[src/rtl/inst_sram_axi_bridge_if.sv]
// Bus bundle between the IF1 fetch stage, the instruction SRAM-like port of
// inst_sram_axi_bridge and the AXI read channels (AR and R) it drives.
//
// Signal groups:
//   fetch side : inst_sram_req/size/addr, inst_uncache, inst_sram_cancel (to bridge)
//                inst_sram_addr_ok/data_ok/rdata/rvalid1/err       (from bridge)
//   AXI AR     : arid/araddr/arlen/arsize/arburst/arcache/arvalid (from bridge),
//                arready (to bridge)
//   AXI R      : rid/rdata/rresp/rlast/rvalid (to bridge), rready (from bridge)
//
// Modports:
//   slave  : the bridge, which responds to fetch requests
//   master : the surroundings (fetch stage plus AXI slave)
interface inst_sram_axi_bridge_if;
  logic        inst_sram_req;
  logic [1:0]  inst_sram_size;
  logic [31:0] inst_sram_addr;
  logic        inst_uncache;
  logic        inst_sram_cancel;
  logic        inst_sram_addr_ok;
  logic        inst_sram_data_ok;
  logic [63:0] inst_sram_rdata;
  logic        inst_sram_rvalid1;
  logic        inst_sram_err;

  logic [3:0]  arid;
  logic [31:0] araddr;
  logic [7:0]  arlen;
  logic [2:0]  arsize;
  logic [1:0]  arburst;
  logic [3:0]  arcache;
  logic        arvalid;
  logic        arready;

  logic [3:0]  rid;
  logic [31:0] rdata;
  logic [1:0]  rresp;
  logic        rlast;
  logic        rvalid;
  logic        rready;

  modport slave (
    input  inst_sram_req, inst_sram_size, inst_sram_addr, inst_uncache, inst_sram_cancel,
    output inst_sram_addr_ok, inst_sram_data_ok, inst_sram_rdata, inst_sram_rvalid1,
    output inst_sram_err,
    output arid, araddr, arlen, arsize, arburst, arcache, arvalid,
    input  arready,
    input  rid, rdata, rresp, rlast, rvalid,
    output rready
  );

  modport master (
    output inst_sram_req, inst_sram_size, inst_sram_addr, inst_uncache, inst_sram_cancel,
    input  inst_sram_addr_ok, inst_sram_data_ok, inst_sram_rdata, inst_sram_rvalid1,
    input  inst_sram_err,
    input  arid, araddr, arlen, arsize, arburst, arcache, arvalid,
    output arready,
    output rid, rdata, rresp, rlast, rvalid,
    input  rready
  );
endinterface

[src/rtl/inst_sram_axi_bridge.sv]
// Instruction-fetch bridge: turns each accepted SRAM-like fetch request into
// one 2-beat x 32-bit AXI4 INCR read burst aligned to 8 bytes, and returns the
// 64-bit instruction pair in request order with a one-cycle data_ok pulse.
// Requests flushed by inst_sram_cancel still complete on the bus (AXI cannot
// abort a burst) but their data is dropped without a data_ok.
//
// Ports:
//   clk   : clock
//   reset : synchronous active-high reset
//   bus   : inst_sram_axi_bridge_if.slave (fetch side + AXI AR/R channels)
//
// Parameters:
//   MAX_OUT  : accepted-but-unanswered requests allowed (1..4)
//   ARID_VAL : constant ARID for every burst
module inst_sram_axi_bridge #(
  parameter int         MAX_OUT  = 2,
  parameter logic [3:0] ARID_VAL = 4'd0
) (
  input logic                   clk,
  input logic                   reset,
  inst_sram_axi_bridge_if.slave bus
);

  localparam logic [2:0] MAX_CNT  = 3'(MAX_OUT);
  localparam logic [1:0] LAST_PTR = 2'(MAX_OUT - 1);

  // In-flight request FIFO: a2 remembers which half of the pair was asked
  // for, cxl marks an entry whose data must be discarded.
  logic        a2_q  [4];
  logic        cxl_q [4];
  logic [1:0]  wr_ptr;
  logic [1:0]  rd_ptr;
  logic [2:0]  cnt;

  // Beat assembly state for the burst currently on the R channel.
  logic        beat;
  logic [31:0] lo;
  logic        err_acc;

  logic        arvalid_q;
  logic [31:0] araddr_q;
  logic [3:0]  arcache_q;
  logic        rready_q;
  logic        data_ok_q;
  logic [63:0] rdata_q;
  logic        rvalid1_q;
  logic        err_q;

  logic        accept;
  logic        r_fire;
  logic        complete;
  logic        beat_err;
  logic        head_cxl;
  logic [31:0] lo_eff;
  logic        err_total;
  logic        unused_bits;

  function automatic logic [1:0] ptr_next(input logic [1:0] p);
    return (p == LAST_PTR) ? 2'd0 : p + 2'd1;
  endfunction

  // Only one AR may be outstanding, so a new request waits for the previous
  // address handshake; a flush cycle never accepts. A rlast with nothing in
  // flight is ignored. A rlast without a preceding beat leaves lo at zero,
  // and the completing entry counts as cancelled if the flush lands now.
  always_comb begin
    accept    = bus.inst_sram_req && !arvalid_q && (cnt < MAX_CNT) && !bus.inst_sram_cancel;
    r_fire    = bus.rvalid && rready_q;
    complete  = r_fire && bus.rlast && (cnt != 3'd0);
    beat_err  = (bus.rresp != 2'b00);
    lo_eff    = beat ? lo : 32'd0;
    err_total = (beat && err_acc) || beat_err;
    head_cxl  = cxl_q[rd_ptr] || bus.inst_sram_cancel;
  end

  // All request tracking, AR issue, beat assembly and response registers.
  always_ff @(posedge clk) begin
    if (reset) begin
      wr_ptr    <= 2'd0;
      rd_ptr    <= 2'd0;
      cnt       <= 3'd0;
      beat      <= 1'b0;
      lo        <= 32'd0;
      err_acc   <= 1'b0;
      arvalid_q <= 1'b0;
      araddr_q  <= 32'd0;
      arcache_q <= 4'd0;
      rready_q  <= 1'b0;
      data_ok_q <= 1'b0;
      rdata_q   <= 64'd0;
      rvalid1_q <= 1'b0;
      err_q     <= 1'b0;
      for (int i = 0; i < 4; i++) begin
        a2_q[i]  <= 1'b0;
        cxl_q[i] <= 1'b0;
      end
    end else begin
      rready_q  <= 1'b1;
      data_ok_q <= 1'b0;

      // A flush condemns every live entry, including one whose AR is pending.
      if (bus.inst_sram_cancel) begin
        for (int i = 0; i < 4; i++) begin
          cxl_q[i] <= 1'b1;
        end
      end

      if (accept) begin
        arvalid_q      <= 1'b1;
        araddr_q       <= {bus.inst_sram_addr[31:3], 3'b000};
        arcache_q      <= bus.inst_uncache ? 4'b0000 : 4'b1111;
        a2_q[wr_ptr]   <= bus.inst_sram_addr[2];
        cxl_q[wr_ptr]  <= 1'b0;
        wr_ptr         <= ptr_next(wr_ptr);
      end else if (arvalid_q && bus.arready) begin
        arvalid_q <= 1'b0;
      end

      if (r_fire) begin
        if (!bus.rlast) begin
          lo      <= bus.rdata;
          err_acc <= beat_err;
          beat    <= 1'b1;
        end else begin
          lo      <= 32'd0;
          err_acc <= 1'b0;
          beat    <= 1'b0;
          if (complete) begin
            if (!head_cxl) begin
              data_ok_q <= 1'b1;
              rdata_q   <= {bus.rdata, lo_eff};
              rvalid1_q <= !a2_q[rd_ptr];
              err_q     <= err_total;
            end
            rd_ptr <= ptr_next(rd_ptr);
          end
        end
      end

      case ({accept, complete})
        2'b10:   cnt <= cnt + 3'd1;
        2'b01:   cnt <= cnt - 3'd1;
        default: cnt <= cnt;
      endcase
    end
  end

  assign bus.inst_sram_addr_ok = accept;
  assign bus.inst_sram_data_ok = data_ok_q;
  assign bus.inst_sram_rdata   = rdata_q;
  assign bus.inst_sram_rvalid1 = rvalid1_q;
  assign bus.inst_sram_err     = err_q;

  assign bus.arid    = ARID_VAL;
  assign bus.araddr  = araddr_q;
  assign bus.arlen   = 8'd1;
  assign bus.arsize  = 3'd2;
  assign bus.arburst = 2'b01;
  assign bus.arcache = arcache_q;
  assign bus.arvalid = arvalid_q;
  assign bus.rready  = rready_q;

  // Size is fixed at a word, a single ID is in use, and addr[1:0] is only
  // checked upstream.
  assign unused_bits = ^{bus.inst_sram_size, bus.rid, bus.inst_sram_addr[1:0]};

endmodule

[src/flat_wrapper.sv]
// flat-port wrapper written by rule: the top's interface ports become plain ports
module inst_sram_axi_bridge_flat 
#(
  parameter int         MAX_OUT  = 2,
  parameter logic [3:0] ARID_VAL = 4'd0
)
  (clk, reset, bus_inst_sram_req, bus_inst_sram_size, bus_inst_sram_addr, bus_inst_uncache, bus_inst_sram_cancel, bus_inst_sram_addr_ok, bus_inst_sram_data_ok, bus_inst_sram_rdata, bus_inst_sram_rvalid1, bus_inst_sram_err, bus_arid, bus_araddr, bus_arlen, bus_arsize, bus_arburst, bus_arcache, bus_arvalid, bus_arready, bus_rid, bus_rdata, bus_rresp, bus_rlast, bus_rvalid, bus_rready);
  inst_sram_axi_bridge_if bus_i ();
  input logic clk;
  input logic reset;
  input wire logic [$bits(bus_i.inst_sram_req)-1:0] bus_inst_sram_req;
  input wire logic [$bits(bus_i.inst_sram_size)-1:0] bus_inst_sram_size;
  input wire logic [$bits(bus_i.inst_sram_addr)-1:0] bus_inst_sram_addr;
  input wire logic [$bits(bus_i.inst_uncache)-1:0] bus_inst_uncache;
  input wire logic [$bits(bus_i.inst_sram_cancel)-1:0] bus_inst_sram_cancel;
  output wire logic [$bits(bus_i.inst_sram_addr_ok)-1:0] bus_inst_sram_addr_ok;
  output wire logic [$bits(bus_i.inst_sram_data_ok)-1:0] bus_inst_sram_data_ok;
  output wire logic [$bits(bus_i.inst_sram_rdata)-1:0] bus_inst_sram_rdata;
  output wire logic [$bits(bus_i.inst_sram_rvalid1)-1:0] bus_inst_sram_rvalid1;
  output wire logic [$bits(bus_i.inst_sram_err)-1:0] bus_inst_sram_err;
  output wire logic [$bits(bus_i.arid)-1:0] bus_arid;
  output wire logic [$bits(bus_i.araddr)-1:0] bus_araddr;
  output wire logic [$bits(bus_i.arlen)-1:0] bus_arlen;
  output wire logic [$bits(bus_i.arsize)-1:0] bus_arsize;
  output wire logic [$bits(bus_i.arburst)-1:0] bus_arburst;
  output wire logic [$bits(bus_i.arcache)-1:0] bus_arcache;
  output wire logic [$bits(bus_i.arvalid)-1:0] bus_arvalid;
  input wire logic [$bits(bus_i.arready)-1:0] bus_arready;
  input wire logic [$bits(bus_i.rid)-1:0] bus_rid;
  input wire logic [$bits(bus_i.rdata)-1:0] bus_rdata;
  input wire logic [$bits(bus_i.rresp)-1:0] bus_rresp;
  input wire logic [$bits(bus_i.rlast)-1:0] bus_rlast;
  input wire logic [$bits(bus_i.rvalid)-1:0] bus_rvalid;
  output wire logic [$bits(bus_i.rready)-1:0] bus_rready;
  assign bus_i.inst_sram_req = bus_inst_sram_req;
  assign bus_i.inst_sram_size = bus_inst_sram_size;
  assign bus_i.inst_sram_addr = bus_inst_sram_addr;
  assign bus_i.inst_uncache = bus_inst_uncache;
  assign bus_i.inst_sram_cancel = bus_inst_sram_cancel;
  assign bus_inst_sram_addr_ok = bus_i.inst_sram_addr_ok;
  assign bus_inst_sram_data_ok = bus_i.inst_sram_data_ok;
  assign bus_inst_sram_rdata = bus_i.inst_sram_rdata;
  assign bus_inst_sram_rvalid1 = bus_i.inst_sram_rvalid1;
  assign bus_inst_sram_err = bus_i.inst_sram_err;
  assign bus_arid = bus_i.arid;
  assign bus_araddr = bus_i.araddr;
  assign bus_arlen = bus_i.arlen;
  assign bus_arsize = bus_i.arsize;
  assign bus_arburst = bus_i.arburst;
  assign bus_arcache = bus_i.arcache;
  assign bus_arvalid = bus_i.arvalid;
  assign bus_i.arready = bus_arready;
  assign bus_i.rid = bus_rid;
  assign bus_i.rdata = bus_rdata;
  assign bus_i.rresp = bus_rresp;
  assign bus_i.rlast = bus_rlast;
  assign bus_i.rvalid = bus_rvalid;
  assign bus_rready = bus_i.rready;
  inst_sram_axi_bridge #(.MAX_OUT(MAX_OUT), .ARID_VAL(ARID_VAL)) u_core (.clk(clk), .reset(reset), .bus(bus_i));
endmodule
[config.mk]
export PLATFORM = sky130hd
export DESIGN_NAME = inst_sram_axi_bridge_flat
export DESIGN_NICKNAME = d
export VERILOG_FILES = /design/src/rtl/inst_sram_axi_bridge_if.sv /design/src/rtl/inst_sram_axi_bridge.sv /design/src/flat_wrapper.sv
export SDC_FILE = /design/constraint.sdc
export NUM_CORES = 1
export LEC_CHECK = 0
export ABC_CLOCK_PERIOD_IN_PS = 5900
export BUFFER_PORTS_ARGS = -buffer_cell sky130_fd_sc_hd__buf_2
export CAP_MARGIN = 20
export CORE_ASPECT_RATIO = 0.7
export CORE_MARGIN = 2
export CORE_UTILIZATION = 54
export CTS_CLUSTER_SIZE = 20
export DETAILED_ROUTE_END_ITERATION = 8
export PLACE_DENSITY = 0.93
export SLEW_MARGIN = 0
export SYNTH_ARGS = -nofsm -noshare
export SYNTH_HDL_FRONTEND = slang
export SYNTH_SLANG_ARGS = --single-unit
[constraint.sdc]
create_clock -name clk -period 5.9 [get_ports clk]
set_input_delay 1.77 -clock clk [delete_from_list [all_inputs] [get_ports clk]]
set_output_delay 1.77 -clock clk [all_outputs]
set_load 0.03 [all_outputs]
Word-level counts from Yosys, hierarchy flattened

Memories as Yosys holds them, arrays and structs flattened. A register that Yosys moved wholly into a read port is not among the register bits.
Cells that the tools add are included.

Add/sub/neg operators: 4
Reductions and logical operators: 22
Bitwise operators: 8
Mux-type cells: 34
$lt $le $gt $ge: 1
Equal/unequal tests: 4

Operator list:

| kind                                                                 | number |
|---|---|
| 32-bit two-way mux                                                   | 2 |
| 1-bit two-way mux                                                    | 22 |
| 2-bit two-way mux                                                    | 8 |
| 1-bit logical AND                                                    | 8 |
| 2-bit by 1-bit == test with 1-bit output, second input constant      | 3 |
| 3-bit one-hot mux with 2 select lines                                | 1 |
| 2-bit nonzero test                                                   | 3 |
| 2-bit by 1-bit adder with 2-bit output, second input constant        | 2 |
| 4-bit two-way mux                                                    | 1 |
| 1-bit NOT                                                            | 4 |
| 1-bit OR                                                             | 4 |
| 4-bit AND reduction                                                  | 1 |
| 4-bit OR reduction                                                   | 1 |
| 3-bit by 1-bit adder with 3-bit output, second input constant        | 1 |
| 1-bit zero test                                                      | 3 |
| 3-bit by 2-bit < comparator with 1-bit output, second input constant | 1 |
| 3-bit AND reduction                                                  | 1 |
| 3-bit nonzero test                                                   | 1 |
| 3-bit by 1-bit subtractor with 3-bit output, second input constant   | 1 |
| 2-bit == test, second input constant                                 | 1 |
| 1-bit logical OR                                                     | 2 |
| 1-bit OR reduction                                                   | 2 |

Memories: 2
Flip-flop bits (word level): 143
RAM bits: 8
Logic and storage cells: 89
Output and inout port bits: 123

Memory list:

| memory       | words | width | read ports | clocked after memory_dff | write ports | line                       | RTL |
|---|---|---|---|---|---|---|---|
| u_core.a2_q  | 4     | 1     | 1          | 1                        | 4           | inst_sram_axi_bridge.sv:29 | `logic a2_q [4];` |
| u_core.cxl_q | 4     | 1     | 1          | 1                        | 4           | inst_sram_axi_bridge.sv:30 | `logic cxl_q [4];` |

Longest topological paths before layout

Depth after elaboration: 9
Depth in mapped cells: 8
Gate-level depth less buffers: 8

Least setup slack after synthesis

No wires, ideal clock.

Kind: input-to-output
Start: in bus_inst_sram_req
End: out bus_inst_sram_addr_ok
Data arrival time: 2,770 ps
Cell stages on the path: 3
Path buffers: 0
Slack: 1,360 ps
Cell sequence: or4b_1 or2_1 inv_2

Word-level cells in the longest chain between the ends: 3

RTL lines:

| element                        | line                       | RTL |
|---|---|---|
| start, declared                | flat_wrapper.sv:11         | `input wire logic [$bits(bus_i.inst_sram_req)-1:0] bus_inst_sram_req;` |
| 1-bit logical AND (3 in a row) | inst_sram_axi_bridge.sv:67 | `accept = bus.inst_sram_req && !arvalid_q && (cnt < MAX_CNT) && !bus.inst_sram_cancel;` |
| end, declared                  | flat_wrapper.sv:16         | `output wire logic [$bits(bus_i.inst_sram_addr_ok)-1:0] bus_inst_sram_addr_ok;` |

Every way passes these cells.

Worst setup path after layout

Ends and elaborated chain as after synthesis.

==> results by group <==
Outcome
  • Status: finished, final reports clean

Power
  • Clock power frac: between 40% and 50%
  • Switch Pwr: approximately 570 uW
  • Switching Fraction: a little under a quarter
  • Peak VDD IR: 219 uV
  • Pleak: around 3.1 nW
  • Sequential power share: approximately 44%
  • PwrDens: about 330 nW/um^2
  • Comb power frac: approximately 8.3%
  • Internal power: ~1.8 mW

Place
  • Post-DP HPWL: roughly 9000 microns
  • RePlAce Congestion: between 0.7 and 0.8
  • IO Port Bufs: between 150 and 200

Routing
  • DRC violations left: 0
  • Vias: between 4,000 and 5,000
  • Final WL: 13,900 microns
  • DR pass1 iterations: 5
  • DR iter-0 viols: 335
  • Vias/cell: 5.22
  • WL/cell: 15.3 microns
  • Detail Route Antenna Nets: 0

Clocking
  • Num CTS Buffers: 17
  • CTS tree: built
  • Worst-path clk slew: approximately 0.060 ns
  • Htree depth: 4
  • # resized after CTS: 0
  • Clk_lat worst skew: approximately 0.41 ns
  • Setup Buffers After CTS: 0
  • Maximum root-to-sink buffer count: 2
  • CTS root buf: clkbuf_16
  • CTS Hold Buffers Added: 0
  • Clock sinks: 150

Setup path
  • Slowest library cell on the worst path: or4b_1
  • Reg2Reg Depth: 8
  • Critical Path RT: roughly 4.1 ns
  • Reg2reg end: u_core.cnt[2]
  • Maximum fanout along the worst path: 10
  • Most used cell along the critical path: buf_2
  • Crit-path max cell delay: 0.55 ns
  • Reg2Reg Launch Point: u_core.cnt[2]
  • Critical path arrival: 3.13 ns
  • CP Cell Sequence: buf_2 > or4b_1 > or2_1 > inv_2 > buf_2
  • Crit. End Element: primary output
  • R2R Setup Slk: ~3.5 ns
  • Critical path startpoint category: primary input
  • Setup CP Type: in2out

Synth
  • Synth Cell Area: between 5000 and 6000 sq um
  • Share of the synthesized area in the top cell type: roughly 50%
  • Biggest area consumer among synthesized cells: dfxtp_1
  • Cells after Synth: about 610
  • Main synth FF type: dfxtp_1
  • EDFF count, synth: 4
  • YS warnings: 0
  • Distinct cells, synth: 41
  • Top area cells in the synthesized netlist: dfxtp_1 (50%), mux2i_1 (11%), nand2_1 (11%)
  • Commonest cells post-synth: nand2_1 (164), dfxtp_1 (146), mux2i_1 (64)
  • Yosys reg bits: 150
  • Ys async rst share: 0%
  • Post-synthesis sequential area ratio: a little over half
  • Most numerous cell in the Yosys netlist: nand2_1
  • Post-Syn Area per Cell: 9.56 sq um

Global routing
  • Largest net degree at the start of global routing: slightly below 100
  • Vias in the first global route: around 4,500
  • First-pass GRT wire length: ~22,000 microns
  • Gr ovfl total: 0
  • Initial antenna violation count: 0
  • Global Route Usage Sum: about a quarter

STA
  • Crit share post-route: ~83%
  • Final Skew: 0.0103 ns
  • RSZ-0062 raised after global routing: false
  • Max Fclk: 204 MHz
  • TNS Setup: 0 ns
  • Final critical-path required period: a little under 5 ns
  • Final hold violations: 0
  • Max-slew headroom: between 20 and 30%
  • Least-Margin Pin Slew: 1.08 ns
  • Slew Limit Fails: 0
  • Setup violators final: 0

Floorplan
  • Row count: 31
  • Ports: roughly 200
  • DIE AREA: about 12,000 sq um
  • Starting density of the core: 56.1%
  • Die H: 91.1 microns
  • Die width: around 130 microns
  • Core Area: between 10,000 and 15,000 sq um

Layout
  • Nets: 845
  • # fillers: slightly below 800
  • Synth-to-Final Area Change: 24.2%
  • Fin util: between 60% and 70%
  • # diodes: 0
  • Share of cells above drive strength 1: between 20% and 30%

Min path
  • Worst hold path type: reg2reg
  • Worst hold stages: 2
  • Hold path startpoint: u_core.rd_ptr[1]
  • Worst Hold Endpoint: u_core.rd_ptr[1]

Flow run
  • Max-cap violations: 0
## routing by layer
metal,up-vias,routed length (microns),global-route usage [%]
met5,-,0,0
met4,0,224,8.97
met3,22,741,4.89
met2,146,6540,38.2
met1,2242,6360,31.1
li1,2327,-,-
## metrics by stage
stage	hold WS [ns]	worst slack, ns	total power [mW]	instance area (sq um)	instances
2_1_floorplan	0.407	1.36	1.23	5920	630
3_3_place_gp	0.421	1.06	1.27	6620	875
3_5_place_dp	0.421	1.02	1.28	6630	876
4_1_cts	0.431	1.00	2.42	7270	908
5_1_grt	0.459	0.931	2.49	7270	908
6_report	0.431	0.999	2.41	7270	908
## kinds of logic after synthesis
| logic type | share of synthesized area, % |
|---|---|
| AOI/OAI and AO/OA | 9.88 |
| DFF | 52.0 |
| buffers and inverters | 7.19 |
| other | 0.128 |
| adders and majority gates | 0.556 |
| xor gates and xnor gates | 0.299 |
| and+or+nand+nor | 18.0 |
| muxes | 11.9 |
## flip-flops by register name (all words and copies together), names as in the netlist, named ones only
name,cells
u_core.bus.arvalid,1
u_core.bus.inst_sram_err,1
u_core.beat,1
u_core.bus.rready,1
u_core.lo,32
u_core.bus.inst_sram_data_ok,1
u_core.bus.arcache,1
u_core.bus.araddr,29
u_core.cnt,3
u_core.bus.inst_sram_rdata,64
u_core.a2_q,4
u_core.rd_ptr,2
u_core.cxl_q,4
u_core.err_acc,1
u_core.bus.inst_sram_rvalid1,1
u_core.wr_ptr,2
## cell usage in the layout, fill, tap and decap left out, drive strengths merged, types with 3 or more instances in the layout
cell and instances:
edfxtp 4, a311oi 3, conb 20, or3 4, nand2 164, nor2 13, a22o 30, inv 9
o21ai 4, nand3b 32, a21oi 39, buf 182, clkinv 6, dfxtp 146, clkbuf 20, bufinv 4
mux2i 64, a211oi 3
## power by group through the flow
| stage | clock network, mW | logic [mW] | registers (mW) |
|---|---|---|---|
| finish | 1.15 | 0.200 | 1.06 |
| CTS | 1.16 | 0.199 | 1.06 |
| detailed placement | 0 | 0.198 | 1.08 |
| global placement | 0 | 0.193 | 1.08 |
| floorplan | 0 | 0.119 | 1.11 |
| global route | 1.21 | 0.215 | 1.06 |
## area by class of cell
type	count	area (sq um)	area share, %
clock buffers	20	457	6.29
flip-flops and latches	150	3040	41.9
clock inverters	12	175	2.41
inverters	8	30.0	0.413
repair buffers	182	938	12.9
well taps	132	165	2.27
multi-input cells	404	2460	33.8
## worst max-delay path: cells and delay by family
family,cells,cell delay [ns]
buffers and inverters,3,0.50
and+or+nand+nor,2,0.87
## worst max-delay path by stage
stage                                  to              start  slack (ns)
floorplan           bus_inst_sram_addr_ok  bus_inst_sram_req        1.36
global placement    bus_inst_sram_addr_ok  bus_inst_sram_req        1.06
detailed placement  bus_inst_sram_addr_ok  bus_inst_sram_req        1.02
CTS                 bus_inst_sram_addr_ok  bus_inst_sram_req        1.00
global route        bus_inst_sram_addr_ok  bus_inst_sram_req        0.93
finish              bus_inst_sram_addr_ok  bus_inst_sram_req         1.0
Note: power is estimated with default switching activity, not from simulation.
